--- config.mk ---
export PLATFORM = sky130hd
export DESIGN_NAME = pipe_skid_stage
export DESIGN_NICKNAME = d
export VERILOG_FILES = /design/src/rtl/pipe_skid_stage.sv
export SDC_FILE = /design/constraint.sdc
export NUM_CORES = 1
export LEC_CHECK = 0
export CAP_MARGIN = 30
export CORE_MARGIN = 3
export CORE_UTILIZATION = 43
export CTS_BUF_LIST = sky130_fd_sc_hd__clkbuf_8
export CTS_CLUSTER_DIAMETER = 120
export DETAILED_ROUTE_END_ITERATION = 6
export GPL_ROUTABILITY_DRIVEN = 0
export PLACE_DENSITY_LB_ADDON = 0.25
export REMOVE_ABC_BUFFERS = 1
export SLEW_MARGIN = 20
export SYNTH_ARGS = -nofsm -noshare
export SYNTH_HDL_FRONTEND = slang
export SYNTH_SLANG_ARGS = --single-unit
--- constraint.sdc ---
create_clock -name clk -period 7.57 [get_ports clk]
set_input_delay 0.757 -clock clk [delete_from_list [all_inputs] [get_ports clk]]
set_output_delay 0.757 -clock clk [all_outputs]
set_load 0.05 [all_outputs]
--- src/rtl/pipe_skid_stage.sv ---
// Stallable valid/ready pipeline stage with a two-entry skid buffer.
// in_ready depends only on state and rst, so it has no path from out_ready.
module pipe_skid_stage #(
  parameter int WIDTH = 128
) (
  input  logic             clk,
  input  logic             rst,
  input  logic             flush,
  input  logic             in_valid,
  input  logic [WIDTH-1:0] in_data,
  output logic             in_ready,
  output logic             out_valid,
  output logic [WIDTH-1:0] out_data,
  input  logic             out_ready,
  output logic [1:0]       occupancy
);

  typedef enum logic [1:0] {
    EMPTY = 2'd0,
    ONE   = 2'd1,
    TWO   = 2'd2
  } state_t;

  state_t           state;
  logic [WIDTH-1:0] main_q;
  logic [WIDTH-1:0] skid_q;
  logic             accept;
  logic             consume;

  // Outputs decode straight off the state register.
  assign out_valid = (state != EMPTY);
  assign in_ready  = (state != TWO) && !rst;
  assign occupancy = state;
  assign out_data  = main_q;

  assign accept  = in_valid && in_ready;
  assign consume = out_valid && out_ready;

  always_ff @(posedge clk or posedge rst) begin
    if (rst) begin
      state  <= EMPTY;
      main_q <= '0;
      skid_q <= '0;
    end else if (flush) begin
      state  <= EMPTY;
      main_q <= '0;
      skid_q <= '0;
    end else begin
      case (state)
        EMPTY: begin
          if (accept) begin
            main_q <= in_data;
            state  <= ONE;
          end
        end
        ONE: begin
          case ({accept, consume})
            2'b11: main_q <= in_data;
            2'b10: begin
              skid_q <= in_data;
              state  <= TWO;
            end
            2'b01: state <= EMPTY;
            default: ;
          endcase
        end
        TWO: begin
          // Skid word moves forward; no accept is possible here.
          if (consume) begin
            main_q <= skid_q;
            state  <= ONE;
          end
        end
        default: state <= EMPTY;
      endcase
    end
  end

endmodule

======== Yosys cells after proc, flatten, opt, wreduce, memory -nomap -nowiden ========
Cells that the tools add are included.
cells by class
  add/subtract/negate cells ............... 0
  $mul .................................... 0
  divide/modulo/power cells ............... 0
  order comparisons ....................... 0
  equal/unequal tests ..................... 10
  shift operators ......................... 0
  muxes and demuxes ....................... 13
  bitwise operators ....................... 0
  reduce and logical (&&, ||, !) cells .... 12
operators with widths
  kind                  number
  $mux W128             7
  $pmux W128 S3         1
  $eq A2 B2 Y1 const B  3
  $mux W2               3
  $ne A3 B3 Y1 const B  2
  $pmux W2 S3           1
  $reduce_bool A2 Y1    3
  $eq A2 B1 Y1 const B  2
  $ne A4 B3 Y1 const B  1
  $pmux W2 S2           1
  $reduce_and A4 Y1     1
  $reduce_bool A4 Y1    1
  $logic_and A1 B1 Y1   3
  $ne A3 B2 Y1 const B  1
  $reduce_and A3 Y1     1
  $logic_not A2 Y1      1
  $ne A2 B2 Y1 const B  1
  $reduce_and A2 Y1     1
  $logic_not A1 Y1      1
storage, ports and cells
  bits in registers ....................... 258
  latch bits .............................. 0
  memory bits (writable) .................. 0
  bits in read-only memories .............. 0
  input bits .............................. 133
  output and inout port bits .............. 132
  word-level logic and storage cells ...... 38
  memories kept ........................... 0

======== Depth between registers and ports, before layout ========
Gate-level depths: netlist (run 1).
  word-level depth ........................ 7
  mapped depth ............................ 9
  mapped depth without buffers ............ 6

======== Worst setup path after synthesis (run 1) ========
OpenSTA, ideal clock, no wires.
  path type ............................... register to register
  start ................................... register state[0], in the netlist occupancy[0]
  end ..................................... register skid_q[10]
  library setup time ...................... 0.136 ns
  arrival ................................. 2.676 ns
  required time ........................... 7.434 ns
  slack ................................... 4.758 ns
  cell stages (with the launch flop) ...... 10
  path buffers ............................ 3
  period minus slack after synthesis ...... 2.812 ns
  cell sequence ........................... dfrtp_1 > inv_1 > ha_1 > buf_2 > nor2_1 > nand4_1 > clkbuf_1 > clkbuf_1 > nand2_1 > a21oi_1
on the way
  cells in the longest elaborated chain, start to end .. 6
  elaborated cells between the ends (all ways) .. 10
  those cells by class .................... 3 x eq/ne; 7 x reduce/logical
ends and longest elaborated chain
  item                          RTL line  RTL
  start: declaration            24        state_t state;
  start signal: assignment      41        state <= EMPTY;
  start signal: assignment      45        state <= EMPTY;
  start signal: assignment      53        state <= ONE;
  $ne A2 B2 Y1                  32        assign in_ready = (state != TWO) && !rst;
  $logic_and A1 B1 Y1           32
  named net in_ready            11        output logic in_ready,
  $logic_and A1 B1 Y1           36        assign accept = in_valid && in_ready;
  $eq A2 B2 Y1                  57        case ({accept, consume})
  $reduce_bool A2 Y1 (no line)  -
  $reduce_and A2 Y1 (no line)   -
  end signal: assignment        60        skid_q <= in_data;
  end: declaration              26        logic [WIDTH-1:0] skid_q;
The timed path passes the listed nets, and every way through them passes these cells.
A chain may end at the register's enable or synchronous reset.

======== Worst setup path after layout (run 1) ========
  start ................................... register state[0], in the netlist occupancy[0]
  end ..................................... register main_q[105], in the netlist out_data[105]
on the way
  cells in the longest elaborated chain, start to end .. 6
  elaborated cells between the ends (all ways) .. 16
  those cells by class .................... 7 x eq/ne; 2 x mux; 7 x reduce/logical
ends and longest elaborated chain
  item                         RTL line  RTL
  $ne A2 B2 Y1                 32
  $logic_and A1 B1 Y1          32
  $logic_and A1 B1 Y1          36
  $eq A2 B2 Y1                 57
  $ne A3 B2 Y1 (no line)       -
  $reduce_and A4 Y1 (no line)  -
  end signal: assignment       52        main_q <= in_data;
  end signal: assignment       58        2'b11: main_q <= in_data;
  end signal: assignment       70        main_q <= skid_q;
  end: declaration             25        logic [WIDTH-1:0] main_q;
Parallel ways exist; a longest one is shown, timed or not.

==> results of run 1 <==
-- per-layer routing --
layer	share of wire	wire, um
met1	0.45	15100
met2	0.47	15700
met3	0.057	1890
met4	0.016	546
met5	0.0011	35
-- through the flow --
step | utilization | total power, W | hold WS, ps | setup slack, ps
2_1_floorplan | - | 0.00398 | 495 | -6240
3_3_place_gp | 0.536 | 0.00493 | 509 | 3560
3_5_place_dp | 0.536 | 0.00497 | 515 | 3510
5_1_grt | 0.570 | 0.00651 | 537 | 3280
4_1_cts | 0.568 | 0.00626 | 523 | 3500
6_report | 0.570 | 0.00621 | 518 | 3450
-- logic make-up after synthesis --
| kind of cell | Yosys count |
|---|---|
| compound gates | 390 |
| fa+ha+maj | 4 |
| buf+inv | 119 |
| flops | 258 |
| mux | 129 |
| simple gates | 268 |
-- worst min-delay path: stages, from the launching register on --
cell and delay, ps:
dfrtp_1 370, nand2_1 60, a21oi_1 50
-- power by group through the flow --
stage / registers [W] / clock network, W / logic, W
floorplan: 0.00282 / 0 / 0.00116
CTS: 0.00191 / 0.00131 / 0.00304
global placement: 0.00193 / 0 / 0.00300
global route: 0.00194 / 0.00137 / 0.00320
finish: 0.00191 / 0.00127 / 0.00303
detailed placement: 0.00192 / 0 / 0.00304
-- state kept, by name (all words and copies together), names as in the netlist --
register   flops
out_data     128
occupancy      2
skid_q       128
-- synth_stat cells --
master / n
dfrtp_1: 258
a21oi_1: 257
nand2_1: 256
mux2i_1: 128
a211oi_2: 120
buf_2: 59
clkbuf_1: 38
buf_6: 12
a211oi_1: 8
inv_1: 5
buf_4: 4
ha_1: 4
nor2_1: 3
a211o_2: 1
a22o_1: 1
a32o_1: 1
and2_4: 1
buf_1: 1
mux2_2: 1
nand2b_1: 1
nand2b_4: 1
nand4_1: 1
nor2b_1: 1
nor3b_1: 1
nor4b_1: 1
nor4bb_1: 1
o31ai_1: 1
o31ai_2: 1
or3_1: 1
-- worst max-delay path by stage --
| stage | start | to | depth (start not counted) |
|---|---|---|---|
| 6_report | occupancy[0]$_DFFE_PP0P_ | out_data[105]$_DFFE_PP0P_ | 8 |
| 5_1_grt | occupancy[0]$_DFFE_PP0P_ | out_data[109]$_DFFE_PP0P_ | 8 |
| 4_1_cts | occupancy[0]$_DFFE_PP0P_ | out_data[109]$_DFFE_PP0P_ | 8 |
| 3_5_place_dp | rst | out_data[109]$_DFFE_PP0P_ | 7 |
| 3_3_place_gp | rst | out_data[105]$_DFFE_PP0P_ | 7 |
| 2_1_floorplan | occupancy[0]$_DFFE_PP0P_ | skid_q[0]$_DFFE_PP0P_ | 5 |
-- area by class of cell --
class                           count  area (um2)  share of cell area
Clock inverter                     16        61.3             0.00383
Inverter                            5        26.3             0.00164
Antenna cell                        1        2.50            0.000156
Sequential cell                   258        6460               0.403
Clock buffer                       62         853              0.0533
Timing Repair Buffer              279        2830               0.176
Tap cell                          378         473              0.0295
Multi-Input combinational cell    791        5320               0.332
==> summary.txt, run 1 <==
GRT
  – Largest net degree at the start of global routing: 133
  – Number of antenna violations at the first check in global routing: 4
  – GRT overflow: 0
  – GRT busiest layer: met2
  – Total GRT Usage: 0.208
  – First-pass GRT wire length: 52900 um
  – Vias in the first global route: 9684
  – M3 GR Usage: 0.0422
  – M2 GR Usage: 0.325
  – Met1 usage: 0.301

Placement
  – Post-DP Area: 15000 um2
  – Number of placed cells counting well taps: 1709
  – HPWL after detailed placement: 18900 um
  – IO buf count: 264

Timing
  – Worst-margin pin slew: 1080 ps
  – Max Freq: ~240 MHz
  – Clock skew: 20.5 ps
  – Final setup violation count: 0
  – Unrepaired setup endpoints after global routing: false
  – Final period utilization: 0.544
  – Slew Limit Headroom: 0.279
  – Final Hold Fails: 0
  – Total Neg Setup Slack: 0 ps
  – Slew Limit Fails: 0
  – Min cycle time layout: 4120 ps

Critical path
  – Critical Path, Cell by Cell: inv_1, ha_4, buf_4, o31ai_4, buf_4, and2_4, buf_12, a211oi_1
  – Worst path buffer plus inverter count: 4
  – Worst Path Required: ~7900 ps
  – CP most frequent cell: buf_4
  – R2R depth: 8
  – Crit path arrival time: 4460 ps
  – Critical path type: register to register
  – R2r setup slk: 3450 ps
  – Critical Path Start Type: register
  – CP delay by family, top: buffers and inverters
  – FF-to-FF Start: occupancy[0]$_DFFE_PP0P_
  – CP Max Fanout: 101
  – Crit Reg-Reg Endpoint: out_data[105]$_DFFE_PP0P_
  – Critical Path Slowest Stage Cell: buf_4
  – Critical Path Sink Type: register
  – Critical path's largest stage delay: 640 ps

Yosys
  – Syn Area/Cell: 10.6 um2
  – Synthesis Warnings: 0
  – Post-synthesis sequential area ratio: 0.522
  – Post-synth top area cell: dfrtp_1
  – Mux contribution to synthesized area: 0.105
  – Top cells by area, synth: dfrtp_1 52%, a211oi_2 12%, a21oi_1 10%
  – Netlist Area Pre-Place: between 10000 and 15000 um2
  – Simple-Gate Fraction of Synth Area: 0.0846
  – Adder-cell share of the synthesized area: 0.00405
  – Largest family of logic cells by synthesized area: compound AO/OA/AOI/OAI gates
  – Compound-Gate Fraction of Synth Area: 0.234
  – Xor/xnor cell area share of the yosys netlist: 0
  – Cells after Synth: 1168
  – Synth cell types: 29
  – #FFs+latches synth: 258
  – Synth top area share: 0.522

Power
  – Switching Share: 0.451
  – Pwr/cell area: 388 nW/um2
  – Comb pwr share: 0.488
  – NetSw: approximately 0.0028 W
  – Worst ir drop on vdd: 0.289 mV
  – Internal: 0.00341 W
  – Clock network fraction of total power: 0.205
  – Sequential power share: 0.307
  – P_leak: 6.13 nW

Clock network
  – CTS tree: built
  – Post_cts resized: 0
  – Post-CTS Setup Bufs: 0
  – H-tree depth: 2
  – CTS Root Cell: clkbuf_8
  – Clk sinks: between 200 and 300
  – Bufs on Longest Clock Path: 3
  – Clk_lat worst skew: 530 ps
  – Total CTS buffers: 45
  – Clock-pin slew on the worst setup and hold paths: approximately 60 ps
  – Cts hold-fix bufs: 0

Detailed routing
  – Vias per inst: 5.42
  – First-pass DRT Iterations: 5
  – Detailed Route WL: 33200 um
  – Starting DRC count in detailed routing: 739
  – Via Count: approximately 9700
  – Detail Route Antenna Nets: 0
  – Routed len/inst: 18.5 um
  – DRC: 0

Final layout
  – Area growth, synth to finish: 29.5%
  – Most frequent cells in the layout: 263 x clkdlybuf4s50_1, 258 x dfrtp_1, 257 x a21oi_1
  – Non-filler instance count after layout: between 1500 and 2000
  – Layout net count: 1517
  – Commonest non-fill, non-tap cell in the layout: clkdlybuf4s50_1
  – Share of cells above drive strength 1: 0.147
  – Filler instances: 2461
  – Fin area: ~16000 um2

Hold path
  – Worst Hold Launch: skid_q[117]$_DFFE_PP0P_
  – Worst Hold Class: register to register
  – Hold Path Sink: skid_q[117]$_DFFE_PP0P_
  – WHS Path Cells: 2

Floorplanning
  – Core Box Area: approximately 28000 um2
  – DIE HEIGHT: about 180 um
  – Floorplan row count: 61
  – Initial Utilization: 0.440
  – Io pins: ~270
  – Die Width: 176 um
  – DIE AREA: 30800 um2

Run
  – Max-Cap Viols: 0

Outcome
  – Status: finished, final reports clean
Note: power is estimated with default switching activity, not from simulation.
==> inputs of run 2 (changes only) <==
==> constraint.sdc (replaced) <==
create_clock -name clk -period 3.45 [get_ports clk]
set_input_delay 0.345 -clock clk [delete_from_list [all_inputs] [get_ports clk]]
set_output_delay 0.345 -clock clk [all_outputs]
set_load 0.05 [all_outputs]
==> run 2 against run 1 <==
Clock power increased by 120%. Sequential power increased by 120%. First-iteration DRC count decreased by 0.27%. Power increased by 120%. Hold slack got worse by 300 ps. Clock skew about the same. Critical path depth decreased by 4.
==> summary.txt, run 2 (synthesis results as in run 1) <==
Timing
  – Min cycle time layout: 2710 ps
  – Worst-margin pin slew: 1130 ps (was 1080 ps)
  – Slew Limit Headroom: 0.249 (was 0.279)
  – Final worst slack: 743 ps (was 3450 ps)
  – Clock skew: 20.2 ps (was 20.5 ps)
  – Final setup violation count: 0 (unchanged)
  – Unrepaired setup endpoints after global routing: false (unchanged)
  – Slew Limit Fails: 0 (unchanged)
  – Final period utilization: 0.785
  – Final Hold Fails: 0 (unchanged)
  – Total Neg Setup Slack: 0 ps (unchanged)
  – Max Freq: around 370 MHz

Detailed routing
  – DRC: 0 (unchanged)
  – First-pass DRT Iterations: 7 (was 5)
  – Via Count: 9793 (was 9706)
  – Starting DRC count in detailed routing: 737 (was 739)
  – Routed len/inst: 18.8 um (was 18.5 um)
  – Vias per inst: 5.44 (was 5.42)
  – Detailed Route WL: 33800 um (was 33200 um)
  – Detail Route Antenna Nets: 0 (unchanged)

Final layout
  – Most frequent cells in the layout: 263 x clkdlybuf4s50_1, 258 x dfrtp_1, 257 x a21oi_1 (unchanged)
  – Fin area: 16200 um2 (was 16000 um2)
  – Area growth, synth to finish: 30.8% (was 29.5%)
  – Share of cells above drive strength 1: 0.148 (was 0.147)
  – Layout net count: 1523 (was 1517)
  – Final core utilization: 0.576 (was 0.570)
  – Commonest non-fill, non-tap cell in the layout: clkdlybuf4s50_1 (unchanged)
  – N_diodes: 0 (was 1)

Power
  – NetSw: 0.00621 W (was 0.00280 W)
  – Sequential power share: 0.305 (was 0.307)
  – Clock network fraction of total power: 0.203 (was 0.205)
  – Internal: 0.00753 W (was 0.00341 W)
  – Switching Share: 0.452 (was 0.451)
  – Pwr/cell area: 850 nW/um2 (was 388 nW/um2)
  – Worst ir drop on vdd: 0.602 mV (was 0.289 mV)
  – Comb pwr share: 0.492 (was 0.488)
  – P_leak: 6.22 nW (was 6.13 nW)
  – Pwr Total: 0.0137 W (was 0.00621 W)

Critical path
  – Crit path arrival time: 2360 ps (was 4460 ps)
  – Critical path type: register to output port (was register to register)
  – Critical Path Sink Type: output port (was register)
  – CP Max Fanout: 7 (was 101)
  – Critical Path, Cell by Cell: inv_1, ha_4, nor2_1, clkdlybuf4s50_1 (was inv_1, ha_4, buf_4, o31ai_4, buf_4, and2_4, buf_12, a211oi_1)
  – Critical path's largest stage delay: 850 ps (was 640 ps)
  – Critical Path Slowest Stage Cell: clkdlybuf4s50_1 (was buf_4)
  – Worst Path Required: 3110 ps (was 7910 ps)
  – Critical Path Start Type: register (unchanged)

Clock network
  – Post-CTS Setup Bufs: 0 (unchanged)
  – Clock-pin slew on the worst setup and hold paths: 60 ps (about the same)
  – Clk_lat worst skew: 560 ps (was 530 ps)
  – Bufs on Longest Clock Path: 3 (unchanged)
  – Clk sinks: 258 (unchanged)
  – CTS tree: built (unchanged)
  – CTS Root Cell: clkbuf_8 (unchanged)
  – Post_cts resized: 0 (unchanged)
  – H-tree depth: 2 (unchanged)
  – Cts hold-fix bufs: 0 (unchanged)
  – Total CTS buffers: 46 (was 45)

Placement
  – IO buf count: 264 (unchanged)
  – HPWL after detailed placement: 19200 um (was 18900 um)
  – Post-DP Area: 15200 um2 (was 15000 um2)
  – Setup slack at placement: 902 ps (was 3510 ps)

GRT
  – Largest net degree at the start of global routing: 129 (was 133)
  – Number of antenna violations at the first check in global routing: 1 (was 4)
  – First-pass GRT wire length: 54500 um (was 52900 um)
  – GRT overflow: 0 (unchanged)
  – Vias in the first global route: 9975 (was 9684)
  – Total GRT Usage: 0.215 (was 0.208)

Outcome
  – Status: finished, final reports clean (unchanged)

Floorplanning
  – Io pins: 265 (unchanged)
  – DIE HEIGHT: 176 um (unchanged)
  – Die Width: 176 um (unchanged)
  – DIE AREA: 30800 um2 (unchanged)
  – Floorplan row count: 61 (unchanged)
  – Core Box Area: 28100 um2 (unchanged)
  – Initial Utilization: 0.440 (unchanged)

Hold path
  – Worst Hold Class: input port to register (was register to register)

Run
  – Max-Cap Viols: 0 (unchanged)
## run 2: cell types whose count changed in the layout (fill, tap and decap cells not counted)
| cell | change |
|---|---|
| buf_16 | -2 |
| clkbuf_8 | -2 |
| inv_1 | +6 |
| buf_4 | -5 |
| diode_2 | -1 |
| inv_6 | +2 |
| clkinv_2 | -1 |
| buf_12 | +12 |
## run 2: power by group through the flow
stage          clock (W)  sequential, W  combinational, W
2_1_floorplan          0        0.00618           0.00255
3_3_place_gp           0        0.00424           0.00668
3_5_place_dp           0        0.00421           0.00680
4_1_cts          0.00287        0.00419           0.00681
5_1_grt          0.00301        0.00427           0.00715
6_report         0.00279        0.00419           0.00677
## run 2: path summary, 6_finish.rpt
path / from / endpoint / slack, ps / cells after the start
worst max-delay path: occupancy[0]$_DFFE_PP0P_ / in_ready / 740 / 4
worst min-delay path: flush / skid_q[44]$_DFFE_PP0P_ / 220 / 2
worst max register to register: occupancy[0]$_DFFE_PP0P_ / out_data[108]$_DFFE_PP0P_ / 970 / 7
worst min register to register: skid_q[42]$_DFFE_PP0P_ / skid_q[42]$_DFFE_PP0P_ / 520 / 2
max in group asynchronous: rst / skid_q[15]$_DFFE_PP0P_ / 2210 / 3
min in group asynchronous: rst / skid_q[90]$_DFFE_PP0P_ / 390 / 2
## run 2: area by class of cell
cell class,count,area [um2]
tap,378,473
inverter,5,26.3
multi-input combinational,791,5320
clock buffer,60,826
clock inverter,23,96.3
sequential,258,6460
timing repair buffer,284,2970
fill,2451,11900
## run 2: worst max-delay path: cells and delay by family, from the launching register on
kind | cells | cell delay, ps
adder cells (fa/ha/maj) | 1 | 220
buffers and inverters | 2 | 980
flip-flops | 1 | 430
AND/OR/NAND/NOR | 1 | 190
## run 2: metrics by stage
stage	cells	hold WS, ps
after floorplan	1054	403
after global placement	1716	509
after detailed placement	1716	515
after CTS	1799	184
after global routing	1799	193
final	1799	218
## run 2: metal layers
layer  GRT usage  vias up  routed length (um)
li1            -     4553                   -
met2       0.339      324               15800
met1       0.308     4869               15400
met5           0        -                  13
met3      0.0404       45                2020
met4      0.0528        2                 556
